===== config.mk =====
export PLATFORM = sky130hd
export DESIGN_NAME = rf_write_arbiter
export DESIGN_NICKNAME = d
export VERILOG_FILES = /design/src/rtl/rf_write_arbiter_pkg.sv /design/src/rtl/rf_write_arbiter_rr_arb2.sv /design/src/rtl/rf_write_arbiter.sv
export SDC_FILE = /design/constraint.sdc
export NUM_CORES = 1
export LEC_CHECK = 0
export BUFFER_PORTS_ARGS = -buffer_cell sky130_fd_sc_hd__clkbuf_2
export CORE_MARGIN = 2
export CORE_UTILIZATION = 41
export DETAILED_ROUTE_END_ITERATION = 6
export PLACE_DENSITY = 0.79
export REMOVE_ABC_BUFFERS = 1
export SLEW_MARGIN = 20
export SYNTH_ARGS = -nofsm -noshare
export SYNTH_HDL_FRONTEND = slang
export SYNTH_SLANG_ARGS = --single-unit

===== constraint.sdc =====
create_clock -name clk_i -period 1.8 [get_ports clk_i]
set_input_delay 0 -clock clk_i [delete_from_list [all_inputs] [get_ports clk_i]]
set_output_delay 0 -clock clk_i [all_outputs]
set_load 0.05 [all_outputs]

===== src/rtl/rf_write_arbiter_pkg.sv =====
// Shared types and widths for the register-file write arbiter.
// Holds the controller state encoding and the RF address/data widths.
package rf_write_arbiter_pkg;

  localparam int unsigned RF_AW = 32'd5;
  localparam int unsigned RF_DW = 32'd32;

  typedef enum logic [0:0] {
    ST_CLEAR = 1'b0,
    ST_RUN   = 1'b1
  } arb_state_e;

endpackage


===== src/rtl/rf_write_arbiter_rr_arb2.sv =====
// Two-way round-robin grant with a one-bit priority pointer.
// The pointer only moves on a grant and then favours the other requester.
module rr_arb2 #(
  parameter int unsigned FIRST_PRIO = 32'd0
) (
  input  logic       clk_i,
  input  logic       rst_ni,
  input  logic       en_i,
  input  logic [1:0] req_i,
  output logic [1:0] gnt_o
);

  localparam logic PRIO_RST = (FIRST_PRIO == 32'd0) ? 1'b0 : 1'b1;

  logic       prio_r;
  logic       prio_nxt_s;
  logic [1:0] gnt_s;

  // Grant selection: a lone requester wins, a tie goes to the pointer.
  always_comb begin
    gnt_s = 2'b00;
    if (!en_i) begin
      gnt_s = 2'b00;
    end else begin
      case (req_i)
        2'b01:   gnt_s = 2'b01;
        2'b10:   gnt_s = 2'b10;
        2'b11:   gnt_s = prio_r ? 2'b10 : 2'b01;
        default: gnt_s = 2'b00;
      endcase
    end
  end

  // Pointer next value: hand priority to the requester not just served.
  always_comb begin
    prio_nxt_s = prio_r;
    if (gnt_s[0]) begin
      prio_nxt_s = 1'b1;
    end else if (gnt_s[1]) begin
      prio_nxt_s = 1'b0;
    end else begin
      prio_nxt_s = prio_r;
    end
  end

  // Priority pointer register.
  always_ff @(posedge clk_i or negedge rst_ni) begin
    if (!rst_ni) begin
      prio_r <= PRIO_RST;
    end else begin
      prio_r <= prio_nxt_s;
    end
  end

  assign gnt_o = gnt_s;

endmodule


===== src/rtl/rf_write_arbiter.sv =====
// Arbitrates two register-file write ports onto one registered write port,
// optionally zeroing x1..x31 after reset before any request is served.
module rf_write_arbiter
  import rf_write_arbiter_pkg::*;
#(
  parameter bit          CLEAR_ON_RESET = 1'b1,
  parameter int unsigned FIRST_PRIO     = 32'd0
) (
  input  logic             clk_i,
  input  logic             rst_ni,
  input  logic             req0_valid_i,
  input  logic [RF_AW-1:0] req0_addr_i,
  input  logic [RF_DW-1:0] req0_data_i,
  input  logic             req1_valid_i,
  input  logic [RF_AW-1:0] req1_addr_i,
  input  logic [RF_DW-1:0] req1_data_i,
  output logic             req0_ready_o,
  output logic             req1_ready_o,
  output logic             rf_we_o,
  output logic [RF_AW-1:0] rf_waddr_o,
  output logic [RF_DW-1:0] rf_wdata_o,
  output logic             init_done_o
);

  localparam arb_state_e       ST_RST    = CLEAR_ON_RESET ? ST_CLEAR : ST_RUN;
  localparam logic [RF_AW-1:0] CNT_FIRST = 5'd1;
  localparam logic [RF_AW-1:0] CNT_LAST  = 5'd31;

  arb_state_e       state_r;
  arb_state_e       state_nxt_s;
  logic [RF_AW-1:0] cnt_r;
  logic [RF_AW-1:0] cnt_nxt_s;
  logic             run_s;
  logic [1:0]       gnt_s;
  logic             we_nxt_s;
  logic [RF_AW-1:0] waddr_nxt_s;
  logic [RF_DW-1:0] wdata_nxt_s;
  logic             we_r;
  logic [RF_AW-1:0] waddr_r;
  logic [RF_DW-1:0] wdata_r;
  logic             init_done_r;

  assign run_s = (state_r == ST_RUN);

  rr_arb2 #(
    .FIRST_PRIO(FIRST_PRIO)
  ) u_rr_arb2 (
    .clk_i (clk_i),
    .rst_ni(rst_ni),
    .en_i  (run_s),
    .req_i ({req1_valid_i, req0_valid_i}),
    .gnt_o (gnt_s)
  );

  // Next state, clear counter and the write staged for the output register.
  always_comb begin
    state_nxt_s = state_r;
    cnt_nxt_s   = cnt_r;
    we_nxt_s    = 1'b0;
    waddr_nxt_s = '0;
    wdata_nxt_s = '0;
    case (state_r)
      ST_CLEAR: begin
        we_nxt_s    = 1'b1;
        waddr_nxt_s = cnt_r;
        wdata_nxt_s = '0;
        if (cnt_r == CNT_LAST) begin
          state_nxt_s = ST_RUN;
        end else begin
          cnt_nxt_s = cnt_r + 5'd1;
        end
      end
      ST_RUN: begin
        // x0 is hardwired: the handshake completes but nothing is written.
        if (gnt_s[0]) begin
          we_nxt_s    = (req0_addr_i != 5'd0);
          waddr_nxt_s = req0_addr_i;
          wdata_nxt_s = req0_data_i;
        end else if (gnt_s[1]) begin
          we_nxt_s    = (req1_addr_i != 5'd0);
          waddr_nxt_s = req1_addr_i;
          wdata_nxt_s = req1_data_i;
        end else begin
          we_nxt_s = 1'b0;
        end
      end
      default: begin
        state_nxt_s = ST_RST;
        cnt_nxt_s   = CNT_FIRST;
      end
    endcase
  end

  // State, counter and registered write port.
  always_ff @(posedge clk_i or negedge rst_ni) begin
    if (!rst_ni) begin
      state_r     <= ST_RST;
      cnt_r       <= CNT_FIRST;
      we_r        <= 1'b0;
      waddr_r     <= '0;
      wdata_r     <= '0;
      init_done_r <= 1'b0;
    end else begin
      state_r     <= state_nxt_s;
      cnt_r       <= cnt_nxt_s;
      we_r        <= we_nxt_s;
      waddr_r     <= waddr_nxt_s;
      wdata_r     <= wdata_nxt_s;
      init_done_r <= (state_nxt_s == ST_RUN);
    end
  end

  assign req0_ready_o = gnt_s[0];
  assign req1_ready_o = gnt_s[1];
  assign rf_we_o      = we_r;
  assign rf_waddr_o   = waddr_r;
  assign rf_wdata_o   = wdata_r;
  assign init_done_o  = init_done_r;

endmodule


**Yosys cells after proc, flatten, opt, wreduce, memory -nomap -nowiden**

Index checks and enable logic that the tools add are counted.
W data, S select, Z words.

- Add/subtract/negate cells: 1
- Multipliers: 0
- Divide/modulo/power cells: 0
- Order comparisons: 0
- Equal/unequal tests: 4
- Shift-type cells: 0
- Muxes and demuxes: 16
- Bitwise operators: 2
- Reductions and logical operators: 4

Operator list:

| cell | count |
|---|---|
| $mux W32 | 2 |
| $pmux W32 S2 | 1 |
| $mux W5 | 2 |
| $pmux W5 S2 | 1 |
| $reduce_bool A5 Y1 | 2 |
| $mux W1 | 6 |
| $pmux W2 S3 | 1 |
| $add A5 B1 Y5 const B | 1 |
| $eq A5 B5 Y1 const B | 1 |
| $eq A2 B2 Y1 const B | 2 |
| $mux W2 | 2 |
| $eq A2 B1 Y1 const B | 1 |
| $not A1 Y1 | 2 |
| $pmux W1 S2 | 1 |
| $reduce_and A2 Y1 | 1 |
| $reduce_bool A2 Y1 | 1 |

- Register bits: 45
- Latch bits: 0
- Memory bits (writable): 0
- ROM bits: 0
- Bits of input ports: 78
- Output and inout bits: 41
- Logic and storage cells: 33
- Memories: 0

**Longest topological paths before layout**

Gate-level depths: netlist of the first run.

- Depth in word-level cells: 6
- Gate-level depth with buffers: 6
- Depth with buffers taken out: 6

**Hierarchy**

From an unflattened synthesis of the first run, not the netlist that was laid out.

- Cell total of the unflattened synthesis: 167
- Area total of the unflattened synthesis: 1,919.3 µm²

By module, submodules not included:

| module | times used | cells each | area each (µm²) | seq. area each (µm²) |
|---|---|---|---|---|
| rf_write_arbiter | 1 | 158 | 1,850.5 | 1,102.3 |
| rr_arb2 | 1 | 9 | 68.8 | 25.0 |

**Worst setup path before layout of the first run**

Ideal clock, no wire load.

- Kind: register -> register
- Start: register cnt_r[1]
- End: register cnt_r[1]
- Library setup time: 125 ps
- Arrival time: 1,536 ps
- Required time: 1,675 ps
- Setup slack: 139 ps
- Cell stages (with the launch flop): 6
- Buffers on the path: 0
- Period minus slack after synthesis: 1,661 ps
- Cell sequence: dfrtp_1 ha_1 and3_1 ha_1 nor2_1 mux2_2

- Longest elaborated chain between the ends: 3
- Elaborated cells on any way between the ends: 4
- Classes of those cells: 1 x add/sub; 1 x eq/ne; 1 x bitwise; 1 x reduce/logical

RTL lines:

| what | line | text |
|---|---|---|
| start: declaration | rf_write_arbiter.sv:31 | `logic [RF_AW-1:0] cnt_r;` |
| start signal: assignment | rf_write_arbiter.sv:105 | `cnt_r <= cnt_nxt_s;` |
| branches (longest 3 deep; another with $add A5 B1 Y5) | -- |  |

Parallel ways; which one is timed is not known.
A chain may end at the register's enable or synchronous reset.

**Final worst setup path of the first run**

- Start: register cnt_r[1]
- End: register cnt_r[4]

Same word-level chain as after synthesis.

==> results of run 1 <==
==> layout make-up <==
type / count / area [um^2] / area share, %
Sequential cell: 45 / 1130 / 34.7
Multi-Input combinational cell: 67 / 548 / 16.9
Tap cell: 50 / 62.6 / 1.93
Inverter: 2 / 7.51 / 0.231
Clock inverter: 1 / 5.00 / 0.154
Clock buffer: 7 / 96.3 / 2.96
Timing Repair Buffer: 199 / 1400 / 43.1
==> routing by layer <==
metal | vias to the layer above | wire length (um) | GRT usage (%)
met5 | - | 0 | 0
met2 | 124 | 3550 | 52.5
met1 | 926 | 2830 | 38.3
li1 | 851 | - | -
met4 | 0 | 104 | 7.19
met3 | 13 | 713 | 9.74
==> Yosys cell counts, drive strengths merged, types with 2 or more instances <==
library cell	count	area share [%]
nor2	2	0.43
buf	9	4.5
a21oi	2	1.0
ha	2	1.4
nor2b	4	1.4
a221o	5	2.8
inv	2	0.43
nand2	6	1.4
a22o	32	16
xnor2	2	1.0
dfrtp	44	63
mux2	2	1.3
nor3	2	0.85
==> kinds of logic after synthesis <==
| group | after synthesis | share of synthesized area, % |
|---|---|---|
| compound gates | 42 | 21.0 |
| xor+xnor | 3 | 1.49 |
| fa+ha+maj | 2 | 1.42 |
| buf+inv | 11 | 4.91 |
| flops | 45 | 64.1 |
| mux | 2 | 1.28 |
| simple gates | 18 | 5.83 |
==> repair_timing <==
item | 4_1_cts | 5_1_grt
hold buffers | 75 | 0
setup endpoints to repair | 0 | 3
gates resized for setup | 0 | 2
setup buffers | 0 | 0
endpoints found under the hold margin | 53 | 0
==> cell usage in the layout, fill, tap and decap left out, types with 2 or more instances in the layout <==
| master | synthesis | final |
|---|---|---|
| dlygate4sd3_1 | 0 | 75 |
| buf_4 | 1 | 6 |
| nand2_1 | 5 | 5 |
| a22o_1 | 32 | 32 |
| clkbuf_8 | 0 | 7 |
| xnor2_1 | 2 | 2 |
| a21oi_2 | 2 | 2 |
| ha_1 | 2 | 2 |
| clkbuf_2 | 0 | 117 |
| nor2b_1 | 4 | 4 |
| a221o_1 | 5 | 5 |
| inv_1 | 2 | 2 |
| mux2_2 | 2 | 2 |
| dfrtp_1 | 44 | 43 |
==> metrics by stage <==
stage               hold WS, ps  util (%)  instances
finish                     35.0      80.1        371
global route               75.0      80.1        371
CTS                        35.7      80.0        371
detailed placement        -30.9      59.0        288
global placement          -38.1      59.0        288
floorplan                  -296         -        114
==> path summary, 6_finish.rpt <==
path / start / slack [ps] / end
setup / recovery: cnt_r[1]$_DFFE_PN0P_ / 110 / cnt_r[4]$_DFFE_PN0P_
hold / removal: req0_valid_i / 30 / u_rr_arb2.prio_r$_DFFE_PN0P_
setup reg to reg: cnt_r[1]$_DFFE_PN0P_ / 110 / cnt_r[4]$_DFFE_PN0P_
hold reg to reg: cnt_r[3]$_DFFE_PN0P_ / 520 / cnt_r[3]$_DFFE_PN0P_
max in group asynchronous: rst_ni / 1040 / rf_wdata_o[15]$_DFF_PN0_
min in group asynchronous: rst_ni / 180 / cnt_r[1]$_DFFE_PN0P_
==> state kept, by name, summed over array words and instances, names as in the netlist <==
name and flops:
cnt_r 5, init_done_o 1, rf_waddr_o 5, rf_wdata_o 32
rf_we_o 1, u_rr_arb2.prio_r 1
==> power breakdown <==
| part | total [mW] | internal (mW) | switching, mW |
|---|---|---|---|
| clock network | 0.668 | 0.347 | 0.322 |
| logic | 0.869 | 0.313 | 0.556 |
| registers | 1.13 | 1.10 | 0.0348 |
==> worst reg2reg max path: stages (launching register included) <==
cell and delay [ps]:
dfrtp_1 410, ha_1 200, and3_1 190, ha_1 190
nor2_2 230, mux2_2 370
==> qor.yml, run 1 <==
drive_gt1_share_pct: 43.9
drc: 0
clkTransAtPathRegs_ps: 80
cpPeakStageDelay_ps: 410
p_per_area_nw_per_um2: 822
first_pass_iters: 4
path_depth: 5
dp_worst_setup_slack_ps: 30.9
avgSynthCellArea_um2: 14.3
synth_edf_count: 0
place.gp.congestion: 0.842
dr_total_vias: 1914
postSynthCellCount: 123
postPlaceCellArea_um2: 2390
ant_nets: 0
io_pins: 119
hold_path_class: "input pin to flop"
grt_pass1_vias: 2041
ys_ff_latch: 45
setup_viol: 0
dieHeight_um: 69.5
power.leakage_nw: 1.66
cpMostUsedCell: "ha_1"
fin_skew_ps: 2.50
max_cap_viol_count: 0
worstPathCellList: "ha_1 > and3_1 > ha_1 > nor2_2 > mux2_2"
grt_usage_pct: 30.8
worst_slack_ps: 106
rsz0062_at_grt: "false"
area_growth_pct: 84.7
final_nets: 400
r2r_cells: 5
overflow: 0
crit_fanout: 6
yosysSeqAreaShare_pct: 64.1
total_power_mw: 2.67
peakVddDrop_v: 0.000508
crit_type: "flop to flop"
initial_core_util_pct: 43.4
grt_first_pass_wirelength_mm: 11.2
rows: 23
synth.distinct_cells: 26
syn_area_um2: 1760
dp_hpwl_mm: 3.50
n_fill_cell: 225
drv_slew: 0
viasPerCell: 5.16
synthArstFlopShare_pct: 100
fin_crit_ps: 1690
startpoint_type: "flop"
cts_buffers: 5
die_area_um2: 4830
worstMarginPinSlew_ps: 456
yosysWarnings: 0
finalInstanceArea_um2: 3250
path_delay_family: "simple AND/OR/NAND/NOR gates"
design.core.area_um2: 4060
cts_tree: "built"
critPathSlowestCell: "dfrtp_1"
htree_levels: 2
cts_sinks: 45
cts_buffer_depth: 2
crit_required_ps: 1980
hold_viol: 0
slew_headroom_pct: 69.6
grt_start_max_net_pins: 26
clkLatencyLatePin_ps: 290
die_width_um: 69.5
fin_crit_sh_pct: 94.1
fmax_mhz: 590
hold_path_depth: 3
crit_buf_inv: 0
status: "finished clean"
wl_mm: 7.20
diodes: 0
synth_top_flop_cell: "dfrtp_1"
drt_iter0_drc: 127
port_buffers: 118
worst_ep_arrival_time_ps: 1870
antenna_found_initial: 0
critPathCaptureType: "flop"
cts-root-buf: "clkbuf_8"
tns_ps: 0
wl_per_cell_um: 19.4
Power figures use the tool's default switching activity.
==> run 2: changes to the inputs <==
Settings changed: BUFFER_PORTS_ARGS -buffer_cell sky130_fd_sc_hd__clkbuf_2 to -buffer_cell sky130_fd_sc_hd__buf_2, PLACE_DENSITY 0.79 to unset, PLACE_DENSITY_LB_ADDON set to 0.08, REMOVE_ABC_BUFFERS 1 to unset.
==> run 2 against run 1 <==
  * Utilization increased by 0.62 points
  * Global-route usage decreased by 6.1 points
  * Hold slack improved by 0.97 ps
  * Clock skew increased by 0.73 ps
==> qor.yml, run 2 (synthesis results as in run 1) <==
ff2ff_setup_slack_ps: 90
antenna_found_initial: 0
final_cell_mix: "buf_2 (117), dlygate4sd3_1 (75), dfrtp_1 (44)"
total_power_mw: 2.77
critPathCaptureType: "flop"
grt_first_pass_wirelength_mm: 9.25
rsz0062_at_grt: "false"
r2r_cells: 5
final_nets: 401
grt_usage_pct: 24.7
dr_total_vias: 1852
die_width_um: 69.5
initial_core_util_pct: 43.4
cts_buffers: 5
synth_nets: 203
clkLatencyLatePin_ps: 300
cts-root-buf: "clkbuf_8"
drt_iter0_drc: 78
worstMarginPinSlew_ps: 518
fin_crit_sh_pct: 95.3
fin_skew_ps: 3.23
rows: 23
area_growth_pct: 86.1
tns_ps: 0
power.leakage_nw: 1.66
wl_per_cell_um: 16.3
place.gp.congestion: 0.856
crit_required_ps: 1980
final_common_cell: "buf_2"
cts_buffer_depth: 2
drc: 0
grt_start_max_net_pins: 25
drive_gt1_share_pct: 43.8
dp_hpwl_mm: 3.55
die_area_um2: 4830
design.core.area_um2: 4060
port_buffers: 118
cts_tree: "built"
viasPerCell: 4.95
overflow: 0
cts_sinks: 45
n_fill_cell: 251
first_pass_iters: 4
slew_headroom_pct: 65.5
setup_viol: 0
status: "finished clean"
wl_mm: 6.11
ant_nets: 0
p_per_area_nw_per_um2: 846
max_cap_viol_count: 0
utilization_pct: 80.7
grt_pass1_vias: 1990
drv_slew: 0
largest_register_ffs: 32
fin_crit_ps: 1710
peakVddDrop_v: 0.000531
crit_type: "flop to flop"
crit_fanout: 20
io_pins: 119
postPlaceCellArea_um2: 2390
dieHeight_um: 69.5
hold_path_depth: 3
hold_path_class: "input pin to flop"
htree_levels: 2
clkTransAtPathRegs_ps: 80
fmax_mhz: 583
hold_ws_ps: 36.0
hold_viol: 0
finalInstanceArea_um2: 3270
startpoint_type: "flop"
worst_ep_arrival_time_ps: 1900
## run 2: worst paths after layout
kind,startpoint,to
max,init_done_o$_DFF_PN0_,rf_wdata_o[20]$_DFF_PN0_
min,req0_valid_i,u_rr_arb2.prio_r$_DFFE_PN0P_
max reg2reg,init_done_o$_DFF_PN0_,rf_wdata_o[20]$_DFF_PN0_
min reg2reg,cnt_r[3]$_DFFE_PN0P_,cnt_r[3]$_DFFE_PN0P_
max in group asynchronous,rst_ni,rf_wdata_o[15]$_DFF_PN0_
min in group asynchronous,rst_ni,rf_wdata_o[5]$_DFF_PN0_
## run 2: repair_timing
item,4_1_cts,5_1_grt
setup endpoints to repair,0,3
buffers inserted,0,0
hold endpoints to repair,59,0
hold buffers,75,0
resized for setup,0,2
## run 2: cell type report
type                            count  area, um^2  share of cell area, %
Timing Repair Buffer              200        1400                   42.6
Sequential cell                    45        1130                   34.4
Multi-Input combinational cell     67         556                   17.0
Clock buffer                        6        82.6                   2.52
Tap cell                           50        62.6                   1.91
Clock inverter                      2        37.5                   1.15
Inverter                            2        7.51                  0.229
Antenna cell                        2        5.00                  0.153
## run 2: routing by layer
metal	share of wire, %	vias to the layer above	routed length (um)	global-route usage (%)
met5	0	-	0	0
met4	3.8	0	233	12.0
met3	6.7	23	409	8.28
met2	55	86	3350	47.5
met1	35	890	2120	22.8
li1	-	853	-	-
## run 2: critical path, cell delays in order, from the launching register on
cell           delay [ps]
dfrtp_1               410
nand2_1               100
a21oi_2                40
buf_4                 210
a22o_1                260
dlygate4sd3_1         560
## run 2: per-stage QoR
stage | setup WS [ps] | std cells
2_1_floorplan | 139 | 123
3_3_place_gp | 147 | 289
3_5_place_dp | 43.5 | 289
4_1_cts | 36.3 | 372
5_1_grt | 23.5 | 372
6_report | 85.2 | 374
## run 2: power breakdown
part | switching [mW] | leakage, nW | internal, mW | total, mW
clock network | 0.345 | 0.0574 | 0.451 | 0.796
logic | 0.531 | 1.06 | 0.321 | 0.852
registers | 0.0244 | 0.538 | 1.10 | 1.12
total | 0.900 | 1.66 | 1.87 | 2.77
